<file path="config.mk">
export PLATFORM = sky130hd
export DESIGN_NAME = com_fifo_rr_sched_flat
export DESIGN_NICKNAME = d
export VERILOG_FILES = /design/src/rtl/com_fifo_rr_sched_if.sv /design/src/rtl/com_fifo_rr_sched.sv /design/src/flat_wrapper.sv
export SDC_FILE = /design/constraint.sdc
export NUM_CORES = 1
export LEC_CHECK = 0
export CAP_MARGIN = 10
export CORE_ASPECT_RATIO = 1.4
export CORE_MARGIN = 4
export CORE_UTILIZATION = 40
export CTS_CLUSTER_DIAMETER = 150
export DETAILED_ROUTE_END_ITERATION = 10
export PLACE_DENSITY_LB_ADDON = 0.1
export SYNTH_ARGS = -nofsm -noshare
export SYNTH_HDL_FRONTEND = slang
export SYNTH_SLANG_ARGS = --single-unit
</file>
<file path="constraint.sdc">
create_clock -name clk -period 3.4 [get_ports clk]
set_input_delay 0.68 -clock clk [delete_from_list [all_inputs] [get_ports clk]]
set_output_delay 0.68 -clock clk [all_outputs]
set_load 0.01 [all_outputs]
</file>
<file path="src/rtl/com_fifo_rr_sched_if.sv">
// Scheduler bundle: requester FIFO read side plus the tagged output port.
// master = scheduler, slave = FIFOs and downstream sink.
interface com_fifo_rr_sched_if #(
   parameter int N  = 4,
   parameter int DW = 32,
   parameter int AW = 4,
   parameter int SW = 2
);
   logic [N-1:0]    fifo_empty;
   logic [N*AW-1:0] fifo_level;
   logic [N-1:0]    fifo_rd_en;
   logic [N*DW-1:0] fifo_rd_data;
   logic            out_vld;
   logic            out_rdy;
   logic [DW-1:0]   out_data;
   logic [SW-1:0]   out_src;

   modport master (
      input  fifo_empty,
      input  fifo_level,
      input  fifo_rd_data,
      input  out_rdy,
      output fifo_rd_en,
      output out_vld,
      output out_data,
      output out_src
   );

   modport slave (
      output fifo_empty,
      output fifo_level,
      output fifo_rd_data,
      output out_rdy,
      input  fifo_rd_en,
      input  out_vld,
      input  out_data,
      input  out_src
   );
endinterface

</file>
<file path="src/rtl/com_fifo_rr_sched.sv">
// Round-robin read scheduler over N sync FIFOs with bursts and urgent
// watermark priority; returned words go through a 2-entry output buffer.
module com_fifo_rr_sched #(
   parameter int N     = 4,
   parameter int DW    = 32,
   parameter int DEPTH = 8,
   parameter int AW    = $clog2(DEPTH+1),
   parameter int SW    = $clog2(N),
   parameter int HI_WM = DEPTH-2,
   parameter int BURST = 2
) (
   input  logic clk,
   input  logic rst_n,
   input  logic clear,
   com_fifo_rr_sched_if.master bus
);
   localparam int CW = $clog2(BURST+1);

   logic [N-1:0]  elig;
   logic [N-1:0]  urg;
   logic [SW-1:0] ptr;
   logic [SW-1:0] holder;
   logic          hold_vld;
   logic [CW-1:0] cnt;
   logic          inflight;
   logic [SW-1:0] inf_src;
   logic [DW-1:0] mem_data [2];
   logic [SW-1:0] mem_src  [2];
   logic          rd_ptr;
   logic          wr_ptr;
   logic [1:0]    occ;

   logic          push;
   logic          pop;
   logic          run;
   logic          issue_ok;
   logic          cont;
   logic          found;
   logic [N-1:0]  mask;
   logic [SW-1:0] win;
   logic [SW-1:0] idx;
   logic [SW-1:0] gsel;
   logic [SW-1:0] nxt;
   logic          grant;

   always_comb begin
      for (int i = 0; i < N; i++) begin
         elig[i] = !bus.fifo_empty[i];
         urg[i]  = elig[i] &&
                   (bus.fifo_level[i*AW +: AW] >= AW'(HI_WM));
      end
   end

   assign push = inflight;
   assign pop  = bus.out_vld && bus.out_rdy;
   assign run  = rst_n && !clear;

   // Credit: buffer entries plus the word in flight, less this pop.
   assign issue_ok = ({1'b0, occ} + {2'b00, inflight}) <
                     (3'd2 + {2'b00, pop});

   always_comb begin
      cont = hold_vld && elig[holder] &&
             (cnt < CW'(BURST)) &&
             ((urg == '0) || urg[holder]);
      mask  = (|urg) ? urg : elig;
      found = 1'b0;
      win   = ptr;
      idx   = '0;
      // Descending scan so the closest index after ptr wins.
      for (int k = N-1; k >= 0; k--) begin
         idx = SW'((int'(ptr) + k) % N);
         if (mask[idx]) begin
            found = 1'b1;
            win   = idx;
         end
      end
      gsel  = cont ? holder : win;
      grant = run && issue_ok && (cont || found);
      nxt   = (win == SW'(N-1)) ? '0 : win + 1'b1;
      bus.fifo_rd_en = '0;
      if (grant) bus.fifo_rd_en[gsel] = 1'b1;
   end

   always_ff @(posedge clk) begin
      if (!rst_n || clear) begin
         ptr      <= '0;
         holder   <= '0;
         hold_vld <= 1'b0;
         cnt      <= '0;
         inflight <= 1'b0;
         inf_src  <= '0;
         rd_ptr   <= 1'b0;
         wr_ptr   <= 1'b0;
         occ      <= 2'd0;
         for (int i = 0; i < 2; i++) begin
            mem_data[i] <= '0;
            mem_src[i]  <= '0;
         end
      end else begin
         if (grant) begin
            if (cont) begin
               cnt <= cnt + CW'(1);
            end else begin
               holder   <= win;
               hold_vld <= 1'b1;
               cnt      <= CW'(1);
               ptr      <= nxt;
            end
         end
         inflight <= grant;
         inf_src  <= gsel;
         if (push) begin
            mem_data[wr_ptr] <= bus.fifo_rd_data[inf_src*DW +: DW];
            mem_src[wr_ptr]  <= inf_src;
            wr_ptr           <= ~wr_ptr;
         end
         if (pop) rd_ptr <= ~rd_ptr;
         occ <= occ + {1'b0, push} - {1'b0, pop};
      end
   end

   assign bus.out_vld  = (occ != 2'd0);
   assign bus.out_data = mem_data[rd_ptr];
   assign bus.out_src  = mem_src[rd_ptr];

   a_rd_onehot: assert property (@(posedge clk) disable iff (!rst_n)
      $onehot0(bus.fifo_rd_en));
   a_rd_nonempty: assert property (@(posedge clk) disable iff (!rst_n)
      !(|(bus.fifo_rd_en & bus.fifo_empty)));
   a_no_overflow: assert property (@(posedge clk)
      disable iff (!rst_n || clear)
      !(push && occ == 2'd2));
endmodule

</file>
<file path="src/flat_wrapper.sv">
// flat-port wrapper written by rule: the top's interface ports become plain ports
module com_fifo_rr_sched_flat 
#(
   parameter int N     = 4,
   parameter int DW    = 32,
   parameter int DEPTH = 8,
   parameter int AW    = $clog2(DEPTH+1),
   parameter int SW    = $clog2(N),
   parameter int HI_WM = DEPTH-2,
   parameter int BURST = 2
)
  (clk, rst_n, clear, bus_fifo_empty, bus_fifo_level, bus_fifo_rd_data, bus_out_rdy, bus_fifo_rd_en, bus_out_vld, bus_out_data, bus_out_src);
  com_fifo_rr_sched_if #(.N(N), .DW(DW), .AW(AW), .SW(SW)) bus_i ();
  input  logic clk;
  input  logic rst_n;
  input  logic clear;
  input wire logic [$bits(bus_i.fifo_empty)-1:0] bus_fifo_empty;
  input wire logic [$bits(bus_i.fifo_level)-1:0] bus_fifo_level;
  input wire logic [$bits(bus_i.fifo_rd_data)-1:0] bus_fifo_rd_data;
  input wire logic [$bits(bus_i.out_rdy)-1:0] bus_out_rdy;
  output wire logic [$bits(bus_i.fifo_rd_en)-1:0] bus_fifo_rd_en;
  output wire logic [$bits(bus_i.out_vld)-1:0] bus_out_vld;
  output wire logic [$bits(bus_i.out_data)-1:0] bus_out_data;
  output wire logic [$bits(bus_i.out_src)-1:0] bus_out_src;
  assign bus_i.fifo_empty = bus_fifo_empty;
  assign bus_i.fifo_level = bus_fifo_level;
  assign bus_i.fifo_rd_data = bus_fifo_rd_data;
  assign bus_i.out_rdy = bus_out_rdy;
  assign bus_fifo_rd_en = bus_i.fifo_rd_en;
  assign bus_out_vld = bus_i.out_vld;
  assign bus_out_data = bus_i.out_data;
  assign bus_out_src = bus_i.out_src;
  com_fifo_rr_sched #(.N(N), .DW(DW), .DEPTH(DEPTH), .AW(AW), .SW(SW), .HI_WM(HI_WM), .BURST(BURST)) u_core (.clk(clk), .rst_n(rst_n), .clear(clear), .bus(bus_i));
endmodule
</file>
### Word-level counts from Yosys, hierarchy flattened

Memory sizes are Yosys's and may differ from the RTL's. A register that Yosys moved wholly into a read port is not among the register bits.
Cells that the tools add are included.
Widths: inputs -> output; s select.

| word-level totals | value |
|---|---|
| register bits | 14 |
| output and inout port bits | 39 |
| logic and storage cells | 107 |
| RAM bits | 68 |
| memories | 2 |

| operators by class | value |
|---|---|
| equality and inequality tests | 1 |
| add/sub/neg operators | 9 |
| shifts and indexed selects | 1 |
| $lt $le $gt $ge | 13 |
| muxes and demuxes | 42 |
| bitwise operators | 3 |
| reductions and logical operators | 27 |

Memories:

| name | words | width | read ports | clocked after memory_dff | wr ports | RTL line | source |
|---|---|---|---|---|---|---|---|
| u_core.mem_data | 2 | 32 | 1 | 1 | 2 | com_fifo_rr_sched.sv:27 | `logic [DW-1:0] mem_data [2];` |
| u_core.mem_src | 2 | 2 | 1 | 1 | 2 | com_fifo_rr_sched.sv:28 | `logic [SW-1:0] mem_src [2];` |

Operator list:

| cell | number |
|---|---|
| $shiftx 128x8->32 | 1 |
| $mux 32 | 1 |
| $reduce_or 32->1 | 1 |
| $mux 1 | 24 |
| $lt 2x3->1 const B | 6 |
| $ge 4x3->1 const B | 4 |
| $mux 2 | 8 |
| $bmux 1 s2 | 6 |
| $logic_and 1x1->1 | 12 |
| $mux 4 | 2 |
| $add 2x1->2 const B | 3 |
| $logic_not 1->1 | 6 |
| $add 2x2->2 const B | 2 |
| $logic_not 4->1 | 1 |
| $reduce_or 4->1 | 1 |
| $add 2x1->3 | 1 |
| $add 2x1->3 const A | 1 |
| $logic_or 1x1->1 | 3 |
| $lt 3x3->1 | 1 |
| $not 1->1 | 3 |
| $add 2x1->2 | 1 |
| $demux 1 s2 | 1 |
| $eq 2x2->1 const B | 1 |
| $ge 2x1->1 const B | 1 |
| other kinds (5) | 5 |

### Logic depth before layout (Yosys ltp)

| logic depth | value |
|---|---|
| word-level depth | 16 |
| mapped depth | 9 |
| gate-level depth less buffers | 9 |

### Worst setup path after synthesis

No wires, ideal clock.

| timing | value |
|---|---|
| path kind | register to register |
| start point | register u_core.inflight |
| end point | memory u_core.mem_data[0][0], enable pin |
| buffers on the path | 0 |
| stages on the path, launching flop included | 3 |
| required time | 2.928 ns |
| clock period less this slack | 3.339 ns |
| arrival | 2.866 ns |
| slack | 0.061 ns |
| cells stage by stage | dfxtp_1 inv_1 o21ai_0 |

RTL lines:

| what | RTL line | source |
|---|---|---|
| start, declared | com_fifo_rr_sched.sv:25 | `logic inflight;` |
| start signal, assigned | com_fifo_rr_sched.sv:111 | `inflight <= grant;` |
| end, declared | com_fifo_rr_sched.sv:27 |  |

### Worst setup path in the final report

| timing | value |
|---|---|
| start point | input bus_fifo_level[14] |
| end point | output bus_fifo_rd_en[2] |

| on the way | value |
|---|---|
| cells in the longest elaborated chain, start to end | 16 |
| elaborated cells on any way between the ends | 34 |
| classes of those cells | order compare (3); mux (23); reduce/logical (8) |

RTL lines:

| what | RTL line | source |
|---|---|---|
| start, declared | flat_wrapper.sv:18 | `input wire logic [$bits(bus_i.fifo_level)-1:0] bus_fifo_level;` |
| $ge 4x3->1 * | com_fifo_rr_sched.sv:50 | `(bus.fifo_level[i*AW +: AW] >= AW'(HI_WM));` |
| $logic_and 1x1->1 * | com_fifo_rr_sched.sv:49 | `urg[i] = elig[i] &&` |
| $reduce_or 4->1 | com_fifo_rr_sched.sv:66 | `mask = (\|urg) ? urg : elig;` |
| $mux 4 | com_fifo_rr_sched.sv:66 |  |
| $bmux 1 s2 | com_fifo_rr_sched.sv:73 | `if (mask[idx]) begin` |
| $mux 1 (not written as such) | com_fifo_rr_sched.sv:73 |  |
| $mux 2 (4 in series) | com_fifo_rr_sched.sv:73 |  |
| $mux 2 | com_fifo_rr_sched.sv:78 | `gsel = cont ? holder : win;` |
| $lt 2x3->1 (not written as such) / $ge 2x1->1 (equally long branches) | com_fifo_rr_sched.sv:82 | `if (grant) bus.fifo_rd_en[gsel] = 1'b1;` |
| $logic_and 1x1->1 (not written as such) | com_fifo_rr_sched.sv:82 |  |
| $mux 1 (not written as such) | com_fifo_rr_sched.sv:82 |  |
| $demux 1 s2 | n/a |  |
| $mux 4 * | com_fifo_rr_sched.sv:82 |  |
| end, declared | flat_wrapper.sv:21 | `output wire logic [$bits(bus_i.fifo_rd_en)-1:0] bus_fifo_rd_en;` |

Every way passes the cells marked *; elsewhere a longest branch is shown, timed or not. The select of a mux whose other input is x is not followed.

==> out/metrics.sh <==
LAYOUT_MIN_CYCLE_TIME_NS=3.39
FIRST_GLOBAL_VIAS=4101
CLOCK_TRANSITION_AT_THE_REGISTERS_OF_THE_REPORTED_PATHS_NS=0.06
CTS_TREE='yes'
NETLIST.AREA_LEADER.SHARE=0.434
ANTENNA_VIOLATING_NETS_POST_ROUTE=0
IR_DROP_WORST_CASE_VDD_mV=0.255
YS_DOMINANT_REG_CELL='sky130_fd_sc_hd__edfxtp_1'
PLACE.GP.CONGESTION=0.934
FIN_SETUP_TNS_NS=0
SYNTH.DISTINCT_CELLS=52
NUM_ANTENNA_CELLS=0
IO_PINS=191
POST-PLACE-CELLS=688
POST_SYNTH_MAIN_AREA_CONTRIBUTORS='sky130_fd_sc_hd__edfxtp_1 43%, sky130_fd_sc_hd__mux4_2 15%, sky130_fd_sc_hd__and2_1 9.3%'
DIE-HEIGHT_UM=136
CRIT_FANOUT=3
POSTSYNTHREGISTERBITS=83
WORST_SETUP_PATH_END_KIND='output port'
CRITPATHKIND='primary input to output port'
SYN_AREA_UM2=4700
HOLD_PATH.CLASS='flop to flop'
SYNTH.NET_COUNT=504
POST_SYNTH.CELL_AREA_AVG_UM2=13.5
CELL_TYPES_WITH_THE_HIGHEST_COUNTS_AFTER_SYNTHESIS='70 x sky130_fd_sc_hd__and2_1, 68 x sky130_fd_sc_hd__edfxtp_1, 34 x sky130_fd_sc_hd__mux2_2, 32 x sky130_fd_sc_hd__mux4_2, 16 x sky130_fd_sc_hd__nor2_1'
IO_BUFFER_COUNT=186
SYNTH-EDFF-COUNT=68
SLOWEST_CELL_ON_THE_CRITICAL_PATH='sky130_fd_sc_hd__mux2i_4'
CLOCK_INSERTION_DELAY_WORST_SKEW_NS=0.32
YOSYS.CELL_COUNT.TOP_TYPE='sky130_fd_sc_hd__and2_1'
DIE_AR_UM2=13600
YS_ASYNC_SR_FRACTION=0
CTSHTREEMAXLEVEL=3
GRT_ANTENNA_BEFORE_REPAIR=0
DIE_SPAN_X_UM=99.6
REG2REGPATHDEPTH=8
POST-LAYOUT-TOTAL-POWER_mW=2.69
P_LEAK_nW=2.81
RSZ0062_AT_GRT='true'
CP_DATA_REQUIRED_TIME_NS=2.72
GROUTE.USAGE.OVERALL=0.189
WL_UM=12800
CELL_AT_THE_ROOT_OF_THE_CLOCK_TREE='sky130_fd_sc_hd__clkbuf_16'
YOSYSSEQAREASHARE=0.498
CRITICAL-PATH-MAX-STAGE-DELAY_NS=0.29
GRT_REMAINING_OVERFLOW=0
TIMING.RR.START='u_core.holder[1]'
POST_LAYOUT_NONFILLER_INSTANCES=709
HOLD-PATH-CELL-COUNT=2
CRITICAL_PATH.STARTPOINT_TYPE='primary input'
CLK_PATH_BUF_DEPTH=2
COREAREA_UM2=11400
TIMING_MAX_TRANSITION_VIOLATIONS_FINAL=0
FINALCRITPERIODSHARE=0.996
FMAX_GHz=0.295
FLOORPLAN.INITIALDENSITY=0.413
FINAL_HPWL_FROM_DETAILED_PLACEMENT_UM=9680
MAXCAPVIOLCOUNT=0
WORST-ENDPOINT-ARRIVAL_NS=2.71
MIN_TO='u_core.hold_vld'
FLOORPLAN.ROWS=46
SKEW_NS=0.00387
WORSTPATHCELLLIST='clkdlybuf4s15_1 > a21o_1 > a222oi_1 > buf_4 > o32ai_4 > o32a_4 > nor2_4 > mux2i_4 > buf_6 > and4b_1 > buf_2'
DETAILEDROUTE.FIRSTITERATIONVIOLATIONS=155
GRT_START_MAX_NET_PINS=35
FINAL_HOLD_VIOL_COUNT=0
NNETSFINAL=716
OUTCOME='finished clean'
PRE_CTS_SLACK_NS=-0.718
SYNTH-WARNING-COUNT=0
WIRE_LENGTH_OF_THE_FIRST_GLOBAL_ROUTING_PASS_UM=19800
NUM-FILL-CELLS=942
CELLPOWERDENSITY_nW_PER_UM2=368
WORSTHOLDSTART='u_core.hold_vld'
FIRSTDRTPASSITERS=5
WORSTREG2REGEND='u_core.holder[1]'
CTS_HOLD_BUFFERS=0
TIMING.FINAL.SETUP_VIOLATIONS=0
NUMCLOCKSINKS=83
POST_DETAILED_ROUTE_VIA_TO_CELL_RATIO=5.32
WORST-SLEW-PIN-TRANSITION_NS=0.907
FINAL_CRITICAL_PATH_SETUP_SLACK_NS=0.0148
WL_PER_CELL_UM=18.0
CTS_MADE_BUFFERS=9
AREA.GROWTH.SYNTH_TO_FINAL_PCT=55.2
REGTOREGSETUPSLACK_NS=1.31
SLEW_HEADROOM=0.395
DRT_DRC=0
POST-ROUTE-UTIL=0.641
SYNTH_CELLS=348
ROUTED-VIA-COUNT=3770
SYNTH.LARGEST_AREA_CELL='sky130_fd_sc_hd__edfxtp_1'
LAYOUT-DRIVE-GT1-SHARE=0.281
logic make-up after synthesis:
kind of cell | count (synthesis) | share of synthesized area
compound gates | 43 | 0.0763
xor+xnor | 5 | 0.00931
fa+ha+maj | 4 | 0.0106
buf+inv | 31 | 0.0255
flops | 83 | 0.498
mux | 69 | 0.242
simple gates | 113 | 0.138
per-stage QoR:
stage | hold slack (ns) | area, µm²
4_1_cts | 0.470 | 7310
3_3_place_gp | 0.449 | 6930
5_1_grt | 0.487 | 7300
2_1_floorplan | 0.431 | 4700
6_report | 0.475 | 7300
3_5_place_dp | 0.456 | 6930
routing by layer:
metal | GRT usage | wire (µm) | vias up
met2 | 0.376 | 7410 | 137
met5 | 0 | 0 | -
met3 | 0.0447 | 753 | 28
met1 | 0.185 | 4240 | 1850
met4 | 0.0737 | 378 | 0
li1 | - | - | 1755
cell usage in the layout (no fill, tap or decap), types with 3 or more instances in the layout:
master and n:
sky130_fd_sc_hd__a21o_1 4, sky130_fd_sc_hd__a21oi_1 4, sky130_fd_sc_hd__ha_1 4, sky130_fd_sc_hd__clkdlybuf4s50_1 166, sky130_fd_sc_hd__mux2_2 34, sky130_fd_sc_hd__edfxtp_1 68, sky130_fd_sc_hd__inv_1 11, sky130_fd_sc_hd__buf_2 8
sky130_fd_sc_hd__o21ai_0 5, sky130_fd_sc_hd__nor2_2 3, sky130_fd_sc_hd__clkbuf_2 6, sky130_fd_sc_hd__buf_4 32, sky130_fd_sc_hd__nand4_1 3, sky130_fd_sc_hd__clkbuf_16 9, sky130_fd_sc_hd__dfxtp_2 3, sky130_fd_sc_hd__buf_6 3
sky130_fd_sc_hd__mux4_2 32, sky130_fd_sc_hd__xnor2_1 3, sky130_fd_sc_hd__and2_1 69, sky130_fd_sc_hd__nand2_1 8, sky130_fd_sc_hd__nor2_1 13, sky130_fd_sc_hd__dfxtp_1 12, sky130_fd_sc_hd__clkdlybuf4s15_1 3
area by class of cell:
| type | count | area, µm² | area share |
|---|---|---|---|
| flip-flops and latches | 83 | 2350 | 0.321 |
| clock inverters | 5 | 53.8 | 0.00737 |
| inverters | 12 | 45.0 | 0.00617 |
| clock buffers | 11 | 233 | 0.0319 |
| repair buffers | 220 | 2060 | 0.283 |
| well taps | 144 | 180 | 0.0247 |
| multi-input cells | 234 | 2380 | 0.326 |
worst max-delay path by stage:
stage,from,end,slack (ns),cells after the start
global placement,bus_fifo_level[1],bus_fifo_rd_en[1],-0.68,9
CTS,bus_fifo_level[3],bus_fifo_rd_en[2],0.006,11
global route,bus_fifo_level[9],bus_fifo_rd_en[2],-0.09,10
floorplan,u_core.inflight,u_core.mem_data[0][0],0.06,2
finish,bus_fifo_level[14],bus_fifo_rd_en[2],0.01,11
detailed placement,bus_fifo_level[6],bus_fifo_rd_en[3],-0.72,9
sequential cells by signal, summed over array words and instances, names as in the netlist, named ones only:
name	flops
u_core.cnt	2
u_core.mem_src	4
u_core.inf_src	2
u_core.rd_ptr	1
u_core.inflight	1
u_core.mem_data	64
u_core.ptr	2
u_core.occ	2
u_core.holder	2
u_core.hold_vld	1
u_core.wr_ptr	1
worst max-delay path, delay by kind of cell:
family,cells,cell delay (ns)
compound gates,4,0.74
mux,1,0.29
buf+inv,4,0.66
simple gates,2,0.33
report_power, final:
group	switching, mW	internal, mW	leakage [nW]
sequential	0.0358	1.15	0.888
combinational	0.209	0.368	1.78
clock	0.358	0.565	0.135
what timing repair did:
action / in CTS / in global routing
gates resized for setup: 65 / 21
setup endpoints to repair: 4 / 4
pin swaps: 18 / 18
hold endpoints to repair: 0 / 0
buffers inserted: 4 / 1
Note: power is estimated with default switching activity, not from simulation.
